## config.mk

```make
export PLATFORM = sky130hd
export DESIGN_NAME = gemm_seq
export DESIGN_NICKNAME = d
export VERILOG_FILES = /design/src/rtl/gemm_pkg.sv /design/src/rtl/gemm_lat_pipe.sv /design/src/rtl/gemm_seq.sv
export SDC_FILE = /design/constraint.sdc
export NUM_CORES = 1
export LEC_CHECK = 0
export BUFFER_PORTS_ARGS = -buffer_cell sky130_fd_sc_hd__buf_2
export CORE_ASPECT_RATIO = 1.5
export CORE_MARGIN = 2
export CORE_UTILIZATION = 55
export CTS_BUF_LIST = sky130_fd_sc_hd__clkbuf_8
export CTS_CLUSTER_DIAMETER = 150
export DETAILED_ROUTE_END_ITERATION = 6
export GPL_ROUTABILITY_DRIVEN = 0
export MAX_ROUTING_LAYER = met4
export PLACE_DENSITY = 0.8
export SYNTH_ARGS = -nofsm -noshare
export SYNTH_HDL_FRONTEND = slang
export SYNTH_SLANG_ARGS = --single-unit
```

## constraint.sdc

```tcl
create_clock -name clk -period 3.5 [get_ports clk]
set_input_delay 0.525 -clock clk [delete_from_list [all_inputs] [get_ports clk]]
set_output_delay 0.525 -clock clk [all_outputs]
set_load 0.005 [all_outputs]
```

## src/rtl/gemm_pkg.sv

```systemverilog
// Shared types and default sizing for the sequential GEMM controller.
package gemm_pkg;

  localparam int DEF_VEC_N    = 8;
  localparam int DEF_WIDTH    = 16;
  localparam int DEF_NUM_MACS = 2;
  localparam int DEF_DIM_W    = 8;
  localparam int DEF_MAC_LAT  = 4;

  typedef enum logic [1:0] {
    S_IDLE,
    S_ISSUE,
    S_DRAIN,
    S_OUT
  } state_t;

endpackage

```

## src/rtl/gemm_lat_pipe.sv

```systemverilog
// Tracks in-flight MAC requests: a bit enters on accept and emerges DEPTH cycles later.
module gemm_lat_pipe
  import gemm_pkg::*;
#(
  parameter int DEPTH = DEF_MAC_LAT
) (
  input  logic clk,
  input  logic rst,
  input  logic push,
  output logic valid,
  output logic empty
);

  logic [DEPTH-1:0] sr;

  // NOTE: the shift register is reset so a job aborted mid-flight leaves no phantom results behind.
  always_ff @(posedge clk or negedge rst) begin
    if (!rst) begin
      sr <= '0;
    end else begin
      sr[0] <= push;
      for (int i = 1; i < DEPTH; i++) sr[i] <= sr[i-1];
    end
  end

  assign valid = sr[DEPTH-1];
  assign empty = (sr == '0);

endmodule

```

## src/rtl/gemm_seq.sv

```systemverilog
// Sequential GEMM controller: issues K operand-chunk requests per C element,
// accumulates the returned vec_mac results and hands out C in row-major order.
module gemm_seq
  import gemm_pkg::*;
#(
  parameter int VEC_N    = DEF_VEC_N,
  parameter int WIDTH    = DEF_WIDTH,
  parameter int NUM_MACS = DEF_NUM_MACS,
  parameter int DIM_W    = DEF_DIM_W,
  parameter int MAC_LAT  = DEF_MAC_LAT,
  parameter int ACC_W    = 2*WIDTH + DIM_W
) (
  input  logic                    clk,
  input  logic                    rst,
  input  logic [DIM_W-1:0]        cfg_m,
  input  logic [DIM_W-1:0]        cfg_n,
  input  logic [DIM_W-1:0]        cfg_k,
  input  logic                    start,
  output logic                    busy,
  output logic                    done,
  output logic                    rd_valid,
  input  logic                    rd_ready,
  output logic [DIM_W-1:0]        rd_row,
  output logic [DIM_W-1:0]        rd_col,
  output logic [DIM_W-1:0]        rd_kidx,
  input  logic signed [2*WIDTH-1:0] mac_result,
  output logic                    out_valid,
  input  logic                    out_ready,
  output logic signed [ACC_W-1:0] out_data,
  output logic [DIM_W-1:0]        out_row,
  output logic [DIM_W-1:0]        out_col
);

  if (MAC_LAT < 1 || VEC_N < 1 || NUM_MACS < 1 || ACC_W < 2*WIDTH) begin : g_bad_param
    $error("gemm_seq: illegal parameter combination");
  end

  state_t                  state;
  logic [DIM_W-1:0]        m_q, n_q, k_q;
  logic [DIM_W-1:0]        row, col, kidx;
  logic signed [ACC_W-1:0] acc;
  logic                    accept, mac_valid, pipe_empty, cfg_zero;

  assign accept   = (state == S_ISSUE) && rd_valid && rd_ready;
  assign cfg_zero = (cfg_m == '0) || (cfg_n == '0) || (cfg_k == '0);

  assign rd_row  = row;
  assign rd_col  = col;
  assign rd_kidx = kidx;
  assign out_row = row;
  assign out_col = col;

  gemm_lat_pipe #(.DEPTH(MAC_LAT)) u_lat_pipe (
    .clk   (clk),
    .rst   (rst),
    .push  (accept),
    .valid (mac_valid),
    .empty (pipe_empty)
  );

  // NOTE: all state uses non-blocking assignments so every branch sees pre-edge values.
  always_ff @(posedge clk or negedge rst) begin
    if (!rst) begin
      state     <= S_IDLE;
      busy      <= 1'b0;
      done      <= 1'b0;
      rd_valid  <= 1'b0;
      out_valid <= 1'b0;
      m_q       <= '0;
      n_q       <= '0;
      k_q       <= '0;
      row       <= '0;
      col       <= '0;
      kidx      <= '0;
      acc       <= '0;
      out_data  <= '0;
    end else begin
      done <= 1'b0;
      // Results can only arrive in ISSUE/DRAIN; the size cast sign-extends and the add wraps.
      if (mac_valid) acc <= acc + ACC_W'(mac_result);

      case (state)
        S_IDLE: begin
          if (start) begin
            if (cfg_zero) begin
              done <= 1'b1;
            end else begin
              m_q      <= cfg_m;
              n_q      <= cfg_n;
              k_q      <= cfg_k;
              row      <= '0;
              col      <= '0;
              kidx     <= '0;
              acc      <= '0;
              busy     <= 1'b1;
              rd_valid <= 1'b1;
              state    <= S_ISSUE;
            end
          end
        end

        S_ISSUE: begin
          if (accept) begin
            kidx <= kidx + 1'b1;
            if (kidx == k_q - 1'b1) begin
              rd_valid <= 1'b0;
              state    <= S_DRAIN;
            end
          end
        end

        S_DRAIN: begin
          // Empty means the final result was already folded in on the previous edge.
          if (pipe_empty) begin
            out_data  <= acc;
            out_valid <= 1'b1;
            state     <= S_OUT;
          end
        end

        S_OUT: begin
          if (out_ready) begin
            out_valid <= 1'b0;
            acc       <= '0;
            kidx      <= '0;
            if (col == n_q - 1'b1) begin
              col <= '0;
              if (row == m_q - 1'b1) begin
                row   <= '0;
                busy  <= 1'b0;
                done  <= 1'b1;
                state <= S_IDLE;
              end else begin
                row      <= row + 1'b1;
                rd_valid <= 1'b1;
                state    <= S_ISSUE;
              end
            end else begin
              col      <= col + 1'b1;
              rd_valid <= 1'b1;
              state    <= S_ISSUE;
            end
          end
        end

        default: state <= S_IDLE;
      endcase
    end
  end

endmodule

```

==> impl_metrics.env <==
export IMPL_status="completed"
export IMPL_power_mw=8.088
export IMPL_die_w_um=106.3
export IMPL_ir_worst_vdd_v=0.0004770
export IMPL_first_pass_iters=7
export IMPL_stdcell_area_mm2=0.009858
export IMPL_drv_slew=0
export IMPL_min_period_over_period=0.8964
export IMPL_fin_ws_ns=0.3627
export IMPL_grt_pass1_vias=7140
export IMPL_ios=145
export IMPL_path_clk_slew_ns=0.09
export IMPL_setup_viol_count_final=0
export IMPL_drt_met1_wl_um=7883
export IMPL_cpMostUsedCell="o21ai_0"
export IMPL_cts_tree="done"
export IMPL_ys_ff_latch=138
export IMPL_route_met3_wl_um=959
export IMPL_cts_made_buffers=17
export IMPL_netlist_instances=889
export IMPL_grt_use_total=0.2564
export IMPL_placed_cells=1193
export IMPL_final_util=0.6366
export IMPL_max_slew_margin_rel=0.3067
export IMPL_synth_top_area_frac=0.3998
export IMPL_hp_class="input pin to asynchronous set/reset pin"
export IMPL_fin_hold_ws_ns=0.03736
export IMPL_clockBufferDepth=2
export IMPL_synthTopCellsByArea="dfrtp_1, mux2_2, ha_1, xnor2_1, a21oi_1"
export IMPL_finClkSkew_ns=0.01943
export IMPL_ys_warn_count=0
export IMPL_die_area_mm2=0.01675
export IMPL_critPathTopFamily="compound AO/OA/AOI/OAI gates"
export IMPL_hold_viol=0
export IMPL_syn_nets=1000
export IMPL_crit_fanout=4
export IMPL_path_buf_inv=0
export IMPL_drtAntennaViolNets=0
export IMPL_drive_above_1_share=0.2564
export IMPL_wl_um=20480
export IMPL_cp_slowest_stage_delay_ns=0.41
export IMPL_root_buffer="clkbuf_8"
export IMPL_via_count=7137
export IMPL_cts_resized_gates=0
export IMPL_synth_seq_area_share=0.3998
export IMPL_postCtsHoldBufs=0
export IMPL_cp_slowest_cell="dfrtp_1"
export IMPL_antenna_found_initial=0
export IMPL_seq_area_mm2=0.003455
export IMPL_antenna_cells=0
export IMPL_area_growth_pct=14.12
export IMPL_rsz0062_at_grt="false"
export IMPL_viasPerCell=5.826
export IMPL_async_flop_share=1.000
export IMPL_drv_cap=0
export IMPL_finalSetupTns_ns=0
export IMPL_synth_area_mm2=0.008638
export IMPL_grt_start_max_net_pins=56
export IMPL_post_cts_setup_buffer_count=0
export IMPL_drt_iter0_markers=207
export IMPL_fillers=1314
export IMPL_synth_cell_types=66
export IMPL_fp_row_count=56
export IMPL_cts_htree_levels=4
export IMPL_cts_sink_count=138
export IMPL_worstSetupPathType="register to register"
export IMPL_hpwl_um=15200
export IMPL_cp_start_kind="register"
export IMPL_yosys_area_top_type="dfrtp_1"
export IMPL_critPathCaptureType="register"
export IMPL_initial_utilization=0.5579
export IMPL_instances_no_fill=1225
export IMPL_grt_pass1_wl_um=33520
export IMPL_synth_edf_count=0
export IMPL_fp_coreArea_mm2=0.01548
export IMPL_required_ns=3.82
export IMPL_max_freq_ghz=0.3188
export IMPL_overflow=0
export IMPL_crit_chain="ha_1 > o21ai_0 > o21ai_0 > a21oi_1 > a211oi_2 > a41o_1 > a41oi_1 > o21ai_1 > mux2i_1 > mux2_2"
export IMPL_arrival_ns=3.45
export IMPL_synth_ff_type="dfrtp_1"
export IMPL_syn_avg_cell_area_um2=9.717
export IMPL_powerDensity_mw_per_mm2=820.5
export IMPL_post_place_ws_ns=0.1724
export IMPL_highest_layer="met4"
export IMPL_wl_per_cell_um=16.72
export IMPL_multi_input_area_mm2=0.004827
export IMPL_wl_met2_um=10940
export IMPL_die_h_um=157.5
export IMPL_worst_slew_pin_slew_ns=1.036
export IMPL_place_area_mm2=0.009440
export IMPL_min_period_ns=3.137
export IMPL_clk_latency_ns=0.44
export IMPL_numPortBuffers=144
export IMPL_drc_errors=0
export IMPL_leakage_nw=4.920
export IMPL_nNetsFinal=1120
-- path summary, 6_finish.rpt --
path                                        from                to  slack [ns]  cells past startpoint
min in group clk                        cfg_k[1]            k_q[1]        0.34                      2
max in group asynchronous                    rst      out_data[24]        2.64                      2
worst max register to register            acc[3]           acc[39]        0.36                     10
worst min-delay path                         rst            acc[1]        0.04                      1
worst min register to register  u_lat_pipe.sr[0]  u_lat_pipe.sr[1]        0.38                      0
worst max-delay path                      acc[3]           acc[39]        0.36                     10
-- layout make-up --
cell class	instances	share of cell area
multi-input cells	673	0.4897
flip-flops and latches	138	0.3504
repair buffers	153	0.08186
well taps	203	0.02576
clock buffers	18	0.02513
clock inverters	14	0.01726
inverters	26	0.009900
-- kinds of logic after synthesis --
| kind of cell | Yosys count | synth area share |
|---|---|---|
| adders and majority gates | 50 | 0.07329 |
| AOI/OAI and AO/OA | 206 | 0.1512 |
| and+or+nand+nor | 262 | 0.1527 |
| DFF | 138 | 0.3998 |
| muxes | 91 | 0.1147 |
| xor gates and xnor gates | 64 | 0.06576 |
| buffers and inverters | 78 | 0.04258 |
-- flip-flops by register name, summed over array words and instances, names as in the netlist, 2 cells and up --
register / cells
acc: 40
k_q: 8
m_q: 8
n_q: 8
out_col: 8
out_data: 40
out_row: 8
rd_kidx: 8
state: 2
u_lat_pipe.sr: 4
-- report_power, final --
| group | internal (mW) | leakage, nW | switching, mW | total, mW |
|---|---|---|---|---|
| clock | 0.726 | 0.196 | 0.653 | 1.38 |
| combinational | 1.82 | 2.89 | 2.24 | 4.06 |
| sequential | 2.13 | 1.83 | 0.518 | 2.65 |
-- cells in the mapped netlist, types with 9 or more instances --
cell type and n:
xnor2_1 42, dfrtp_1 138, nand3_1 22, o21ai_0 49, nor3_1 21, nand2_1 62
a21oi_1 57, nor4_1 15, mux2_2 64, buf_4 17, mux2i_1 27, a211oi_1 11
clkbuf_1 21, buf_1 10, ha_1 49, nor2_1 69, xor2_1 21, and3_1 16
nand4_1 9, a21o_1 22, inv_1 26, nand2b_1 16
-- cell usage in the layout (no fill, tap or decap), types with 4 or more instances in the layout --
master,synthesis,routed
nand2_1,62,61
o22ai_1,5,5
o21ai_1,4,4
nor2_1,69,69
and3_1,16,16
o21ai_0,49,49
o21a_1,4,4
buf_4,17,8
o21bai_1,5,5
xor2_1,21,21
a21o_1,22,22
nor4_1,15,15
clkbuf_8,0,18
a22o_1,6,6
xnor2_1,42,42
a21oi_1,57,57
dfrtp_1,138,137
a31oi_1,6,6
a211oi_1,11,11
mux2_2,64,64
nand2b_1,16,16
nand4_1,9,9
o211ai_1,5,5
nand3_1,22,22
nor3b_1,4,4
inv_1,26,27
clkinvlp_4,0,6
ha_1,49,49
mux2i_1,27,27
o31ai_1,6,6
nor3_1,21,21
nor2b_1,6,5
buf_2,2,143
-- routing by layer --
metal / vias up / GRT usage
li1: 3454 / -
met1: 3409 / 0.2716
met2: 214 / 0.4600
met3: 60 / 0.04348
met4: 0 / 0.1247
met5: - / -
Power figures use the tool's default switching activity.
